File: src/rtl/ldl_p1ram_ctrl_v1.sv
// Single-port RAM request/response controller with a 2-entry ordered read-response FIFO.
// Define LDL_P1RAM_CTRL_INIT_EN to zero-fill the RAM after reset before accepting requests.
module ldl_p1ram_ctrl_v1 #(
   parameter int DWIDTH = 8,
   parameter int DEEPTH = 10,
   parameter int AWIDTH = $clog2(DEEPTH)
) (
   input  logic              clk,
   input  logic              rst,
   input  logic              req_valid,
   output logic              req_ready,
   input  logic              req_we,
   input  logic [AWIDTH-1:0] req_addr,
   input  logic [DWIDTH-1:0] req_wdata,
   output logic              rsp_valid,
   input  logic              rsp_ready,
   output logic [DWIDTH-1:0] rsp_rdata,
   output logic              ram_re,
   output logic              ram_we,
   output logic [AWIDTH-1:0] ram_addr,
   output logic [DWIDTH-1:0] ram_din,
   input  logic [DWIDTH-1:0] ram_dout,
   output logic              init_done,
   output logic              addr_err
);

   localparam logic [AWIDTH:0]   DEPTH_EXT = (AWIDTH + 1)'(DEEPTH);
   localparam logic [AWIDTH-1:0] LAST_ADDR = AWIDTH'(DEEPTH - 1);

   typedef enum logic {
      S_INIT,
      S_RUN
   } state_t;

   state_t state, state_nxt;

   logic              addr_oob;
   logic              can_accept;
   logic              accept;
   logic              inflight;
   logic              inflight_oob;
   logic [DWIDTH-1:0] cap_data;
   logic [DWIDTH-1:0] fifo_mem [2];
   logic              wr_ptr;
   logic              rd_ptr;
   logic [1:0]        fifo_cnt;
   logic [1:0]        occ;
   logic              fifo_nonempty;
   logic              pop;
   logic              fifo_pop;
   logic              push;

   // Occupancy counts buffered responses plus the read still coming back from the RAM.
   assign occ           = fifo_cnt + {1'b0, inflight};
   assign can_accept    = (state == S_RUN) && (occ < 2'd2);
   assign accept        = req_valid && can_accept;
   assign addr_oob      = ({1'b0, req_addr} >= DEPTH_EXT);
   assign fifo_nonempty = (fifo_cnt != 2'd0);

   always_ff @(posedge clk or posedge rst) begin
      if (rst) begin
         state <= S_INIT;
      end else begin
         state <= state_nxt;
      end
   end

`ifdef LDL_P1RAM_CTRL_INIT_EN
   logic [AWIDTH-1:0] init_addr;

   always_ff @(posedge clk or posedge rst) begin
      if (rst) begin
         init_addr <= '0;
      end else if ((state == S_INIT) && (init_addr != LAST_ADDR)) begin
         init_addr <= init_addr + AWIDTH'(1);
      end
   end
`endif

   always_comb begin
      state_nxt = state;
      req_ready = 1'b0;
      init_done = 1'b0;
      ram_re    = 1'b0;
      ram_we    = 1'b0;
      ram_addr  = req_addr;
      ram_din   = req_wdata;
      case (state)
         S_INIT: begin
`ifdef LDL_P1RAM_CTRL_INIT_EN
            // Gate with rst so the fill write is not driven while reset is held.
            ram_we   = !rst;
            ram_addr = init_addr;
            ram_din  = '0;
            if (init_addr == LAST_ADDR) begin
               state_nxt = S_RUN;
            end
`else
            state_nxt = S_RUN;
`endif
         end
         S_RUN: begin
            init_done = 1'b1;
            req_ready = can_accept;
            ram_re    = accept && !req_we && !addr_oob;
            ram_we    = accept &&  req_we && !addr_oob;
         end
         default: begin
            state_nxt = S_INIT;
         end
      endcase
   end

   // Read data is presented straight from the RAM when the FIFO is empty, so a
   // consumer that is ready never lets it occupy a FIFO slot and reads stream 1/cycle.
   assign cap_data  = inflight_oob ? '0 : ram_dout;
   assign rsp_valid = fifo_nonempty || inflight;
   assign rsp_rdata = fifo_nonempty ? fifo_mem[rd_ptr] : (inflight ? cap_data : '0);
   assign pop       = rsp_valid && rsp_ready;
   assign fifo_pop  = pop && fifo_nonempty;
   assign push      = inflight && !(!fifo_nonempty && rsp_ready);

   always_ff @(posedge clk or posedge rst) begin
      if (rst) begin
         inflight     <= 1'b0;
         inflight_oob <= 1'b0;
         wr_ptr       <= 1'b0;
         rd_ptr       <= 1'b0;
         fifo_cnt     <= 2'd0;
         addr_err     <= 1'b0;
      end else begin
         inflight     <= accept && !req_we;
         inflight_oob <= addr_oob;
         if (push) begin
            wr_ptr <= ~wr_ptr;
         end
         if (fifo_pop) begin
            rd_ptr <= ~rd_ptr;
         end
         fifo_cnt <= fifo_cnt + 2'(push) - 2'(fifo_pop);
         if (accept && addr_oob) begin
            addr_err <= 1'b1;
         end
      end
   end

   always_ff @(posedge clk) begin
      if (push) begin
         fifo_mem[wr_ptr] <= cap_data;
      end
   end

endmodule

File: config.mk
export PLATFORM = sky130hd
export DESIGN_NAME = ldl_p1ram_ctrl_v1
export DESIGN_NICKNAME = d
export VERILOG_FILES = /design/src/rtl/ldl_p1ram_ctrl_v1.sv
export SDC_FILE = /design/constraint.sdc
export NUM_CORES = 1
export LEC_CHECK = 0
export CAP_MARGIN = 20
export CELL_PAD_IN_SITES_DETAIL_PLACEMENT = 1
export CELL_PAD_IN_SITES_GLOBAL_PLACEMENT = 2
export CORE_ASPECT_RATIO = 1.1
export CORE_MARGIN = 2
export CORE_UTILIZATION = 28
export CTS_CLUSTER_SIZE = 40
export DETAILED_ROUTE_END_ITERATION = 7
export PLACE_DENSITY = 0.95
export SLEW_MARGIN = 40
export SYNTH_ARGS = -nofsm -noshare
export SYNTH_HDL_FRONTEND = slang
export SYNTH_SLANG_ARGS = --single-unit
File: constraint.sdc
create_clock -name clk -period 4.9 [get_ports clk]
set_input_delay 0.49 -clock clk [delete_from_list [all_inputs] [get_ports clk]]
set_output_delay 0.49 -clock clk [all_outputs]
set_load 0.03 [all_outputs]
## After elaboration in Yosys (flattened, before gate mapping)

Memory sizes are Yosys's and may differ from the RTL's.
Index checks and enable logic that the tools add are counted.

- Register bits after elaboration: 8
- Bits in writable memories: 16
- Input bits: 25
- Output and inout port bits: 26
- Logic and storage cells: 41
- Memories: 1

- Add/subtract/negate cells: 3
- $lt $le $gt $ge: 2
- Mux-type cells: 9
- Bitwise gates (word level): 2
- Reductions and logical operators: 17

Memories:

| name | depth | width | rd ports | clocked after memory_dff | write ports | line | text |
|---|---|---|---|---|---|---|---|
| fifo_mem | 2 | 8 | 1 | 0 | 1 | 43 | `logic [DWIDTH-1:0] fifo_mem [2];` |

Operators by type and width:

| cell | count |
|---|---|
| 8-bit 2-to-1 mux | 3 |
| 1-bit logical AND | 11 |
| 1-bit 2-to-1 mux | 6 |
| 2-bit by 1-bit adder with 2-bit output | 2 |
| 4-bit greater-or-equal comparator, second input constant | 1 |
| 1-bit zero test | 4 |
| 2-bit less-than comparator, second input constant | 1 |
| 1-bit NOT | 2 |
| 2-bit nonzero test | 1 |
| 2-bit by 1-bit subtractor with 2-bit output | 1 |
| 1-bit logical OR | 1 |

## Logic depth before layout (Yosys ltp)

- Word-level depth: 7
- Mapped depth: 7
- Gate-level depth less buffers: 7

## Least setup slack after synthesis

OpenSTA, ideal clock, no wires.

- Kind: register -> output
- From: register rd_ptr
- To: output port rsp_rdata[0]
- Arrival: 1,377 ps
- Required time: 4,410 ps
- Setup slack: 3,033 ps
- Cell stages (with the launch flop): 4
- Path buffers: 1
- Cell sequence: dfrtp_1 clkbuf_2 mux2i_1 o21ai_0

- Longest elaborated chain between the ends: 2

RTL lines:

| what | line | text |
|---|---|---|
| from (decl) | 45 | `logic rd_ptr;` |
| from (signal assigned) | 138 | `rd_ptr <= ~rd_ptr;` |
| memory read 2 x 8 bit | - |  |
| 8-bit 2-to-1 mux | 118 | `assign rsp_rdata = fifo_nonempty ? fifo_mem[rd_ptr] : (inflight ? cap_data : '0);` |
| to (decl) | 17 | `output logic [DWIDTH-1:0] rsp_rdata,` |

Every way passes these cells.

## Worst setup path after layout

- From: input port req_addr[2]
- To: output port ram_re

- Longest elaborated chain between the ends: 4

RTL lines:

| what | line | text |
|---|---|---|
| from (decl) | 13 | `input logic [AWIDTH-1:0] req_addr,` |
| 4-bit greater-or-equal comparator | 57 | `assign addr_oob = ({1'b0, req_addr} >= DEPTH_EXT);` |
| 1-bit zero test | 105 | `ram_re = accept && !req_we && !addr_oob;` |
| 1-bit logical AND | 105 |  |
| 1-bit 2-to-1 mux | 88 | `case (state)` |
| to (decl) | 18 | `output logic ram_re,` |

Every way passes these cells.

==> metrics.csv <==
stage;metric;value;unit
synthesis;cells_after_synth;99;
sta;final.min_clock_period;2660;ps
cts;post-cts-setup-buffers;0;
cts;postCtsResizedCells;0;
grt;grt_overflow_total;0;
critical_path;start_point_of_the_critical_path;req_addr[2];
critical_path;critical_path_buf_inv_count;2;
cts;cts_made_buffers;3;
routing;drt_first_iter_violations;18;
placement;final_weighted_congestion_in_routability_driven_placement;0.701;
cts;total_number_of_h_tree_levels;1;
power_and_ir_drop;p_comb_share;44.3;%
cts;ctsLongestPathBuffers;2;
routing;wl_per_cell;14.3;um
grt;grt_first_pass_wirelength;4.21;mm
placement;placedCellCount;170;
synthesis;synthesis.yosys.warnings;0;
critical_path;worstSetupPathDepth;5;
sta;hold_fails_final_rpt;0;
final_layout;area_taken_by_multi_input_logic_gates;417;sq um
outcome;status;completed;
critical_path;setup.worst_path.end_class;output port;
placement;buffer_ports.inserted;32;
run;maxCapViolations;0;
cts;clkTransAtPathRegs;80;ps
sta;clock_skew;2.50;ps
final_layout;final-seq-area;681;sq um
floorplanning;design.die.area;4910;sq um
floorplanning;core.rowCount;25;
critical_path;timing.critical_path.slowest_cell_delay;680;ps
floorplanning;io_pins;51;
cts;cts_root_buffer;sky130_fd_sc_hd__clkbuf_8;
final_layout;fillCellCount;477;
cts;hold_buffers;0;
synthesis;post_synth.cell_area_avg;12.3;sq um
sta;timing.max_slew.rel_slack;52.3;%
critical_path;ff2ff_setup_slack;3050;ps
critical_path;worst-r2r-cell-count;7;
placement;dp_hpwl;1.92;mm
cts;clock_latency_of_the_later_clocked_register_in_the_worst_skew_pair;260;ps
power_and_ir_drop;power.internal;452;uW
grt;gr-usage-all-layers;11.5;%
final_layout;flow.area_growth_from_synthesis;26.4;%
sta;timing.final.max_slew_violations;0;
power_and_ir_drop;power_density_of_the_placed_cells;480;nW/um^2
floorplanning;fp.dieH;73.3;um
critical_path;worst-endpoint-required;4410;ps
routing;detail_route.first_pass.iterations;3;
cts;clock-sinks;24;
final_layout;num_antenna_cells;0;
critical_path;critPathTopFamily;buffers and inverters;
sta;summed_negative_setup_slack_over_all_endpoints;0;ps
critical_path;crit_type;input pin to output port;
critical_path;crit_path_frequent_cell;sky130_fd_sc_hd__clkdlybuf4s50_1;
floorplanning;initial_utilization;28.7;%
synthesis;synth_fp_nets;126;
worst_hold_path;timing.hold.worst.class;input pin to async pin;
routing;drc_errors;0;
power_and_ir_drop;pwr-share-clk;15.8;%
synthesis;synth-seq-area-share;55.7;%
sta;post-route-period-util;54.2;%
final_layout;layoutNonFillerInstCount;174;
critical_path;crit_chain;clkdlybuf4s50_1 -> o21ai_0 -> nand2_1 -> nor3_2 -> clkdlybuf4s50_1;
cts;tritoncts;yes;
floorplanning;die-width;67;um
routing;drt_wl_total;2.48;mm
final_layout;finalNetCount;148;
final_layout;final_layout_size_suffix_gt1_share;9.17;%
routing;detail_route.vias_per_cell;4.48;
sta;timing_worst_slew_pin_value;714;ps
critical_path;cpMaxStageDelayCell;sky130_fd_sc_hd__clkdlybuf4s50_1;
power_and_ir_drop;power.share.switching;39.0;%
power_and_ir_drop;power.sequential.fraction;40.0;%
routing;routed-via-count;779;
power_and_ir_drop;power.net_switching;289;uW
synthesis;yosysTopAreaCell;sky130_fd_sc_hd__edfxtp_1;
synthesis;ys_seq_elements;24;
synthesis;netlist_area;1220;sq um
sta;rsz0062_at_grt;no;
floorplanning;coreArea;4250;sq um
synthesis;yosys.cell_types.count;26;
critical_path;worstPathMaxFanout;4;
routing;remaining_number_of_nets_flagged_by_the_antenna_check_after_routing;0;
critical_path;timing.critical_path.from_type;input pin;
grt;initial_antenna_violation_count;0;
critical_path;data_arrival_time_at_the_worst_slack_endpoint;2170;ps
synthesis;synth_area_leaders;sky130_fd_sc_hd__edfxtp_1 39%, sky130_fd_sc_hd__dfrtp_1 16%, sky130_fd_sc_hd__buf_4 8.6%, sky130_fd_sc_hd__mux2i_1 6.6%, sky130_fd_sc_hd__nor2b_1 4.1%;
sta;final-setup-viol-count;0;
grt;grt_pass1_vias;914;
synthesis;post-synth-top-area-fraction;39.3;%
power_and_ir_drop;peakVddDrop;0.212;mV
critical_path;ff_to_ff_end;fifo_cnt[1];
grt;grt_start_max_net_pins;19;
power_and_ir_drop;power_leakage;0.565;nW
sta;upper_clock_frequency_limit;376;MHz
critical_path;r2r_startpoint;fifo_cnt[0];
==> metal layers <==
| layer | global-route usage, % | part of all wire (%) | wire, um |
|---|---|---|---|
| met1 | 12.9 | 40 | 981 |
| met2 | 21.2 | 53 | 1310 |
| met3 | 2.45 | 6.2 | 153 |
| met4 | 4.31 | 1.6 | 40 |
| met5 | 0 | 0 | 0 |
==> cell usage in the layout, fill, tap and decap left out <==
cell type                         count
sky130_fd_sc_hd__clkdlybuf4s50_1     32
sky130_fd_sc_hd__edfxtp_1            16
sky130_fd_sc_hd__o21ai_0              9
sky130_fd_sc_hd__nand3_1              9
sky130_fd_sc_hd__nor2b_1              8
sky130_fd_sc_hd__mux2i_1              8
sky130_fd_sc_hd__dfrtp_1              8
sky130_fd_sc_hd__inv_1                4
sky130_fd_sc_hd__nor2_1               4
sky130_fd_sc_hd__clkbuf_8             3
sky130_fd_sc_hd__xnor2_1              2
sky130_fd_sc_hd__ha_1                 2
sky130_fd_sc_hd__nor2_4               1
sky130_fd_sc_hd__a21bo_4              1
sky130_fd_sc_hd__xnor2_2              1
sky130_fd_sc_hd__a21oi_1              1
sky130_fd_sc_hd__and3_4               1
sky130_fd_sc_hd__o211ai_4             1
sky130_fd_sc_hd__o21bai_1             1
sky130_fd_sc_hd__nor2b_2              1
sky130_fd_sc_hd__or3_2                1
sky130_fd_sc_hd__nand2_1              1
sky130_fd_sc_hd__nor3_2               1
sky130_fd_sc_hd__o21a_1               1
sky130_fd_sc_hd__xor2_1               1
sky130_fd_sc_hd__clkinv_1             1
sky130_fd_sc_hd__conb_1               1
==> worst max path at each step <==
stage                         endpoint  slack [ps]
after floorplan           rsp_rdata[0]        3030
after global placement          ram_re        2270
after detailed placement        ram_re        2230
after CTS                       ram_re        2210
after global routing            ram_we        2090
final                           ram_re        2240
==> layout make-up <==
class / count / area share (%)
Clock buffer: 3 / 2.67
Clock inverter: 1 / 0.243
Inverter: 4 / 0.972
Multi-Input combinational cell: 56 / 27.0
Sequential cell: 24 / 44.0
Tap cell: 54 / 4.37
Timing Repair Buffer: 32 / 20.7
==> worst register-to-register path, stage by stage, from the launching register on <==
cell and delay [ps]:
sky130_fd_sc_hd__dfrtp_1 450, sky130_fd_sc_hd__nor2_4 370, sky130_fd_sc_hd__nor2b_2 100, sky130_fd_sc_hd__ha_1 290, sky130_fd_sc_hd__inv_1 40, sky130_fd_sc_hd__ha_1 180, sky130_fd_sc_hd__xnor2_1 210, sky130_fd_sc_hd__xnor2_1 140
==> cells in the mapped netlist (all sizes together) <==
cell	count
a21bo	1
a21oi	1
and3	1
buf	14
clkbuf	1
conb	1
dfrtp	8
edfxtp	16
ha	2
inv	4
mux2i	8
nand2	1
nand3	9
nor2	5
nor2b	9
nor3	1
o211ai	1
o21a	1
o21ai	9
o21bai	1
or3	1
xnor2	3
xor2	1
==> stage by stage <==
step	hold slack, ps	total power [mW]	area [sq um]	setup slack (ps)	utilization (%)
finish	469	0.742	1550	2240	36.3
global route	490	0.790	1550	2090	36.3
CTS	479	0.754	1550	2210	36.3
detailed placement	502	0.637	1500	2230	35.3
global placement	460	0.621	1500	2270	35.3
floorplan	306	0.527	1220	3030	-
==> logic make-up after synthesis <==
| group | synth area share [%] |
|---|---|
| simple gates | 13.3 |
| flops | 55.7 |
| buf+inv | 10.2 |
| compound gates | 8.39 |
| mux | 6.55 |
| xor+xnor | 3.48 |
| fa+ha+maj | 2.05 |
| other cells | 0.307 |
==> state kept, by name, indices dropped and copies added, names as in the netlist <==
name and count:
inflight 1, state 1, wr_ptr 1, inflight_oob 1, fifo_cnt 2, fifo_mem 16, rd_ptr 1, addr_err 1
==> power by group through the flow <==
stage	clock, mW	combinational (mW)	sequential, mW
4_1_cts	0.121	0.336	0.298
2_1_floorplan	0	0.246	0.280
6_report	0.117	0.328	0.296
3_5_place_dp	0	0.335	0.302
3_3_place_gp	0	0.324	0.297
5_1_grt	0.130	0.357	0.303
(Power assumes the default switching activity.)
